<file path="src/rtl/dac_ltc2624_ctrl.sv">
// rtl/dac_ltc2624_ctrl.sv - LTC2624 write scheduler and SPI frame sequencer
module dac_ltc2624_ctrl #(
    parameter int CLK_DIV = 2,
    parameter int GAP_CYC = 4,
    parameter int CLR_CYC = 8
) (
    input  logic        CLK,
    input  logic        RST,
    input  logic        WR_EN,
    input  logic [1:0]  WR_CH,
    input  logic [11:0] WR_DATA,
    input  logic        CLR_REQ,
    output logic        BUSY,
    output logic        DONE,
    output logic [3:0]  PENDING,
    output logic        SPI_SCK,
    output logic        SPI_MOSI,
    output logic        DAC_CS,
    output logic        DAC_CLR
);

    typedef enum logic [2:0] {
        S_IDLE, S_CLEAR, S_SETUP, S_SHIFT, S_HOLD, S_GAP
    } state_t;

    localparam int CNT_W = 16;
    localparam logic [CNT_W-1:0] DIV_LAST = CNT_W'(CLK_DIV - 1);
    localparam logic [CNT_W-1:0] BIT_LAST = CNT_W'(2 * CLK_DIV - 1);
    localparam logic [CNT_W-1:0] GAP_LAST = CNT_W'(GAP_CYC - 1);
    localparam logic [CNT_W-1:0] CLR_LAST = CNT_W'(CLR_CYC - 1);

    state_t           state, state_n;
    logic [CNT_W-1:0] cnt, cnt_n;
    logic [4:0]       bit_idx, bit_idx_n;
    logic [31:0]      shreg, shreg_n;
    logic [11:0]      data_q [4];
    logic [11:0]      data_n [4];
    logic [3:0]       pend_q, pend_n;
    logic [1:0]       ptr, ptr_n;
    logic             clr_flag, clr_flag_n;
    logic             sck, sck_n, mosi, mosi_n, cs, cs_n, clr_n, clr_n_n, done, done_n;
    logic             found;
    logic [1:0]       gch, idx;
    logic [3:0]       pend_kill;
    logic [31:0]      frame;

    // Register all state and pin drivers; reset parks the bus safely
    always_ff @(posedge CLK or posedge RST) begin
        if (RST) begin
            state    <= S_IDLE;
            cnt      <= '0;
            bit_idx  <= '0;
            shreg    <= '0;
            for (int i = 0; i < 4; i++) data_q[i] <= '0;
            pend_q   <= '0;
            ptr      <= '0;
            clr_flag <= 1'b0;
            sck      <= 1'b0;
            mosi     <= 1'b0;
            cs       <= 1'b1;
            clr_n    <= 1'b1;
            done     <= 1'b0;
        end else begin
            state    <= state_n;
            cnt      <= cnt_n;
            bit_idx  <= bit_idx_n;
            shreg    <= shreg_n;
            data_q   <= data_n;
            pend_q   <= pend_n;
            ptr      <= ptr_n;
            clr_flag <= clr_flag_n;
            sck      <= sck_n;
            mosi     <= mosi_n;
            cs       <= cs_n;
            clr_n    <= clr_n_n;
            done     <= done_n;
        end
    end

    // Round-robin grant, frame sequencing and pending/clear bookkeeping
    always_comb begin
        state_n    = state;
        cnt_n      = cnt;
        bit_idx_n  = bit_idx;
        shreg_n    = shreg;
        data_n     = data_q;
        ptr_n      = ptr;
        clr_flag_n = clr_flag;
        sck_n      = sck;
        mosi_n     = mosi;
        cs_n       = cs;
        clr_n_n    = clr_n;
        done_n     = 1'b0;
        pend_kill  = '0;
        found      = 1'b0;
        gch        = ptr;
        idx        = '0;
        frame      = '0;

        // Scan downward so the nearest pending channel from ptr wins
        for (int i = 3; i >= 0; i--) begin
            idx = ptr + 2'(i);
            if (pend_q[idx]) begin
                found = 1'b1;
                gch   = idx;
            end
        end

        case (state)
            S_IDLE: begin
                if (clr_flag || CLR_REQ) begin
                    state_n    = S_CLEAR;
                    cnt_n      = '0;
                    clr_n_n    = 1'b0;
                    clr_flag_n = 1'b0;
                    pend_kill  = 4'hF;
                end else if (found) begin
                    frame        = {8'h00, 4'b0011, 2'b00, gch, data_q[gch], 4'h0};
                    mosi_n       = frame[31];
                    shreg_n      = {frame[30:0], 1'b0};
                    pend_kill[gch] = 1'b1;
                    ptr_n        = gch + 2'd1;
                    cs_n         = 1'b0;
                    sck_n        = 1'b0;
                    cnt_n        = '0;
                    bit_idx_n    = '0;
                    state_n      = S_SETUP;
                end
            end
            S_CLEAR: begin
                if (cnt == CLR_LAST) begin
                    clr_n_n = 1'b1;
                    cnt_n   = '0;
                    state_n = S_IDLE;
                end else begin
                    cnt_n = cnt + 16'd1;
                end
            end
            S_SETUP: begin
                if (cnt == DIV_LAST) begin
                    cnt_n   = '0;
                    state_n = S_SHIFT;
                end else begin
                    cnt_n = cnt + 16'd1;
                end
            end
            S_SHIFT: begin
                if (cnt == BIT_LAST) begin
                    sck_n = 1'b0;
                    cnt_n = '0;
                    if (bit_idx == 5'd31) begin
                        state_n = S_HOLD;
                    end else begin
                        bit_idx_n = bit_idx + 5'd1;
                        mosi_n    = shreg[31];
                        shreg_n   = {shreg[30:0], 1'b0};
                    end
                end else begin
                    cnt_n = cnt + 16'd1;
                    if (cnt == DIV_LAST) sck_n = 1'b1;
                end
            end
            S_HOLD: begin
                if (cnt == DIV_LAST) begin
                    cs_n    = 1'b1;
                    done_n  = 1'b1;
                    cnt_n   = '0;
                    state_n = S_GAP;
                end else begin
                    cnt_n = cnt + 16'd1;
                end
            end
            S_GAP: begin
                if (cnt == GAP_LAST) begin
                    cnt_n   = '0;
                    state_n = S_IDLE;
                end else begin
                    cnt_n = cnt + 16'd1;
                end
            end
            default: begin
                state_n = S_IDLE;
                cs_n    = 1'b1;
                sck_n   = 1'b0;
                clr_n_n = 1'b1;
            end
        endcase

        // A clear requested outside IDLE waits until the sequencer is idle again
        if (CLR_REQ && state != S_IDLE) clr_flag_n = 1'b1;

        // Writes land after grant/clear so a same-cycle write re-arms the channel
        pend_n = pend_q & ~pend_kill;
        if (WR_EN) begin
            pend_n[WR_CH] = 1'b1;
            data_n[WR_CH] = WR_DATA;
        end
    end

    assign BUSY     = (state != S_IDLE);
    assign DONE     = done;
    assign PENDING  = pend_q;
    assign SPI_SCK  = sck;
    assign SPI_MOSI = mosi;
    assign DAC_CS   = cs;
    assign DAC_CLR  = clr_n;

endmodule

</file>
<file path="config.mk">
export PLATFORM = sky130hd
export DESIGN_NAME = dac_ltc2624_ctrl
export DESIGN_NICKNAME = d
export VERILOG_FILES = /design/src/rtl/dac_ltc2624_ctrl.sv
export SDC_FILE = /design/constraint.sdc
export NUM_CORES = 1
export LEC_CHECK = 0
export BUFFER_PORTS_ARGS = -buffer_cell sky130_fd_sc_hd__buf_2
export CAP_MARGIN = 20
export CORE_MARGIN = 8
export CORE_UTILIZATION = 52
export CTS_CLUSTER_DIAMETER = 60
export CTS_CLUSTER_SIZE = 16
export DETAILED_ROUTE_END_ITERATION = 8
export PLACE_DENSITY = 0.76
export SLEW_MARGIN = 5
export SYNTH_ARGS = -nofsm -noshare
export SYNTH_HDL_FRONTEND = slang
export SYNTH_SLANG_ARGS = --single-unit
</file>
<file path="constraint.sdc">
create_clock -name CLK -period 8.6 [get_ports CLK]
set_clock_uncertainty 0.05 [all_clocks]
set_input_delay 0.43 -clock CLK [delete_from_list [all_inputs] [get_ports CLK]]
set_output_delay 0.43 -clock CLK [all_outputs]
set_load 0.02 [all_outputs]
</file>
After elaboration in Yosys (flattened, before gate mapping) --
Cells that the tools add are included.
Storage, ports and cells: register bits after elaboration 116, output and inout port bits 10, input port bits 18, logic and storage cells 158
Operators by class: order comparisons 11, multiplexer cells 71, add/subtract/negate cells 6, equality and inequality tests 21, reductions and logical operators 24, bitwise operators 9
Operators with widths (number):
- 32-bit two-way mux | 4
- 16-bit two-way mux | 5
- 16-bit one-hot mux with 4 select lines | 1
- 32-bit one-hot mux with 2 select lines | 1
- 48-bit bitwise mux | 1
- 12-bit two-way mux | 3
- 12-bit binary-select mux with 2-bit select | 1
- 12-bit demux with 2-bit select | 1
- 3-bit two-way mux | 8
- 1-bit two-way mux | 22
- 5-bit two-way mux | 4
- 2-bit inequality test, second input constant | 10
- 2-bit by 3-bit less-than comparator with 1-bit output, second input constant | 6
- 3-bit one-hot mux with 6 select lines | 1
- 16-bit by 1-bit adder with 16-bit output, second input constant | 1
- 16-bit by 1-bit equality test with 1-bit output, second input constant | 1
- 16-bit by 2-bit equality test with 1-bit output, second input constant | 1
- 16-bit by 3-bit equality test with 1-bit output, second input constant | 1
- 4-bit two-way mux | 4
- 4-bit OR reduction | 3
- 5-bit one-hot mux with 2 select lines | 1
- 1-bit one-hot mux with 3 select lines | 3
- 1-bit binary-select mux with 2-bit select | 4
- 2-bit two-way mux | 4
- other kinds (30) | 51

Logic depth before layout (Yosys ltp) --
word-level depth 18, gate-level depth with buffers 8, depth with buffers taken out 6

Least setup slack after synthesis --
Ideal clock, no wire load.
path kind flip-flop to flip-flop, from reg pend_q[1], in the netlist PENDING[1], to reg shreg[17], data required time 8.425 ns, cell stages (with the launch flop) 7, arrival 1.971 ns, library setup time 0.125 ns, period minus slack after synthesis 2.146 ns, buffers on the path 1, slack 6.454 ns, path through dfrtp_1 -> or4_1 -> nand3_2 -> o21a_4 -> or2_4 -> buf_6 -> mux2_2
Between the ends: longest elaborated chain between the ends 9, elaborated cells on any way between the ends 21
Ends and longest elaborated chain:
- start: declaration | RTL line 38 | logic [3:0] pend_q, pend_n;
- start signal: assignment | RTL line 69 | pend_q <= pend_n;
- 1-bit binary-select mux with 2-bit select | RTL line 103 | if (pend_q[idx]) begin
- 1-bit two-way mux (implied by the code) | RTL line 103
- 2-bit two-way mux (4 in a row) | RTL line 103
- 32-bit two-way mux | RTL line 117 | end else if (found) begin
- 32-bit two-way mux | RTL line 111 | if (clr_flag || CLR_REQ) begin
- 32-bit one-hot mux with 2 select lines | RTL line 109 | case (state)
- end signal: assignment | RTL line 67 | shreg <= shreg_n;
- end: declaration | RTL line 35 | logic [31:0] shreg, shreg_n;
Parallel ways exist; a longest one is shown, timed or not. The select of a mux whose other input is x is not followed. A chain may end at the register's enable or synchronous reset.

Final worst setup path --
from reg state[0], to reg shreg[17]
Between the ends: longest elaborated chain between the ends 3, elaborated cells on any way between the ends 9
Ends and longest elaborated chain:
- start: declaration | RTL line 32 | state_t state, state_n;
- start signal: assignment | RTL line 64 | state <= state_n;
- 3-bit by 2-bit equality test with 1-bit output / 3-bit zero test (equally long branches) | RTL line 109
- 2-bit inequality test (no source line) / 2-bit nonzero test (equally long branches)
- 5-bit AND reduction (no source line)
Parallel ways exist; a longest one is shown, timed or not.

==> results_dict.tcl <==
set metrics [dict create \
    crit_type "flop to flop" \
    synth_top_area_share_pct 48.07 \
    ys_seq_area_share_pct 49.00 \
    synth.most_common_cell "dfrtp_1" \
    die_area_um2 14510 \
    maxSlewHeadroom_pct 37.27 \
    cts_tree "done" \
    cts_root_buf "clkbuf_8" \
    gp_congestion 0.8832 \
    hpwl_mm 8.368 \
    post-cts-setup-buffer-count 0 \
    syn_nets 578 \
    maxCapViolations 0 \
    whs_endpoint "data_q[37]$_DFFE_PP0P_" \
    n_antenna_cell 0 \
    grt-ovfl-total 0 \
    finalSetupViolCount 0 \
    power.density_nw_per_um2 162.0 \
    hold_path_depth 3 \
    critPathBufInv 0 \
    drtIter0Drc 546 \
    drive_above_1_share_pct 19.86 \
    synth_area_leader_cell "dfrtp_1" \
    yosysWarningCount 0 \
    dr.pass1.iters 6 \
    grt_max_degree 76 \
    grtUsageTotal_pct 18.00 \
    clockBufferDepth 2 \
    worst_pin_slew_ns 0.9409 \
    die_width_um 120.5 \
    syn-mean-instance-area_um2 10.21 \
    synth_seq_cells 111 \
    vias 4400 \
    synth_cells 556 \
    placed_area_um2 5817 \
    insertion_delay_ns 0.39 \
    cp_top_family "simple AND/OR/NAND/NOR gates" \
    cp_slowest_stage_delay_ns 0.73 \
    grt_pass1_vias 4348 \
    htreeDepth 3 \
    n_fill_cell 969 \
    portBuffers 27 \
    rr_startpoint "state[0]$_DFFE_PP0P_" \
    ios 28 \
    status "completed" \
    async_flop_share_pct 100.0 \
    synth_ff_type "dfrtp_1" \
    ant_nets 0 \
    synth_cell_type_count 63 \
    rr_worst_depth 4 \
    antenna_found_initial 0 \
    rrSetupSlack_ns 5.73 \
    hold_viol_final 0 \
    fin_area_um2 6026 \
    wire_per_inst_um 17.82 \
    total_power_mw 0.9763 \
    numCtsBuffers 9 \
    period_minus_slack_ns 2.865 \
    rr_endpoint "shreg[17]$_DFFE_PP0P_" \
    clk_pin_slew_ns 0.11 \
    netlist_top_cells_count "109 x dfrtp_1, 76 x o21ai_0, 49 x nand2_1" \
    clock.fmax_mhz 349.0 \
    timing.critical_path.cells "nand2_2 > a21oi_4 > or2_4 > mux2_2" \
    finalCritPeriodShare_pct 33.32 \
    routed_via_density 6.250 \
    area_growth_pct 6.196 \
    die-height_um 120.5 \
    required_ns 8.84 \
    end_kind "flop" \
    synth_area_leaders "dfrtp_1 48%, mux2_2 7.5%, o21ai_0 6.7%, nand2_1 3.2%, o41ai_2 3.2%" \
    cp-start-kind "flop" \
    wl_mm 12.54 \
    cp_max_fo 36 \
    cp.arrival_ns 3.11 \
    tns_ns 0 \
    syn_area_um2 5674 \
    p_leak_nw 2.408 \
    cpMaxStageDelayCell "a21oi_4" \
    hp-start "WR_DATA[1]" \
    peakVddDrop_mv 0.1503 \
    hold_path.class "input port to flop" \
    drc 0 \
    nNetsFinal 581 \
    fp.coreArea_um2 10750 \
    start_util_pct 52.81 \
    synth_enable_flop_cells 0 \
    slew_violations 0 \
    rsz0062_at_grt "false" \
    grt_pass1_wl_mm 21.29 \
    rows 38 \
    cts_sinks 111 \
]
[worst reg2reg max path: stages, from the launching register on]
cell and delay, ns:
dfrtp_1 0.71, nand2_2 0.40, a21oi_4 0.73, or2_4 0.49
mux2_2 0.38
[layout by cell type (no fill, tap or decap), drive strengths merged, types with 8 or more instances in the layout]
| master | instances |
|---|---|
| a211oi | 11 |
| a221oi | 11 |
| a31oi | 26 |
| and2 | 17 |
| buf | 31 |
| clkbuf | 12 |
| dfrtp | 109 |
| inv | 22 |
| mux2 | 38 |
| nand2 | 51 |
| nand3 | 20 |
| nor2 | 23 |
| nor4 | 8 |
| o21ai | 77 |
| o41ai | 11 |
[flip-flops by register name, summed over array words and instances, names as in the netlist, 2 cells and up]
name,cells
data_q,48
shreg,27
cnt,16
bit_idx,5
PENDING,4
state,3
ptr,2
[logic make-up after synthesis]
group,after synthesis,share of synthesized area [%]
multiplexers,40,7.894
buffers and inverters,60,4.807
AO/OA/AOI/OAI,172,21.41
flip-flops,111,49.00
adder cells (fa/ha/maj),4,0.8821
XOR/XNOR,4,0.6175
AND/OR/NAND/NOR,165,15.39
[layer usage]
| layer | up-vias | global-route usage [%] | wire (um) |
|---|---|---|---|
| met5 | - | 0 | 0 |
| met4 | 0 | 7.260 | 254 |
| met3 | 21 | 4.709 | 703 |
| met2 | 138 | 29.39 | 6271 |
| met1 | 2178 | 22.31 | 5314 |
| li1 | 2063 | - | - |
[power breakdown]
group / total, mW / switching [mW] / internal [mW]
Combinational: 0.0825 / 0.0404 / 0.0421
Sequential: 0.585 / 0.0220 / 0.563
Clock: 0.309 / 0.184 / 0.125
Total: 0.976 / 0.246 / 0.730
[layout make-up]
class	instances	area, um^2	area share [%]
Tap cell	140	175.2	2.907
Sequential cell	111	2780	46.14
Timing Repair Buffer	32	175.2	2.907
Clock buffer	12	155.1	2.575
Multi-Input combinational cell	385	2626	43.58
Clock inverter	4	36.28	0.6022
Inverter	20	77.57	1.287
[stage by stage]
stage                     util [%]  hold slack [ns]  setup slack, ns  instances
after floorplan                  -           0.4205            5.193        556
after global placement       54.13           0.4260            5.712        686
after detailed placement     54.13           0.4385            5.598        686
after CTS                    56.01           0.2067            5.543        703
after global routing         56.08           0.2358            5.537        704
final                        56.08           0.2242            5.735        704
[how the worst max path moves through the flow]
| stage | start | end | depth (start not counted) |
|---|---|---|---|
| after global placement | PENDING[2]$_DFF_PP0_ | shreg[14]$_DFFE_PP0P_ | 5 |
| after detailed placement | PENDING[0]$_DFF_PP0_ | shreg[6]$_DFFE_PP0P_ | 5 |
| after CTS | PENDING[2]$_DFF_PP0_ | shreg[6]$_DFFE_PP0P_ | 5 |
| after global routing | state[1]$_DFFE_PP0P_ | shreg[17]$_DFFE_PP0P_ | 5 |
| final | state[0]$_DFFE_PP0P_ | shreg[17]$_DFFE_PP0P_ | 4 |
| after floorplan | RST | DONE$_DFF_PP0_ | 1 |
[timing repair]
action	in CTS	in global routing
setup endpoints to repair	0	0
hold endpoints to repair	12	0
hold buffers	1	0
resized for setup	0	0
No activity file was read; power rests on OpenSTA's default activity.
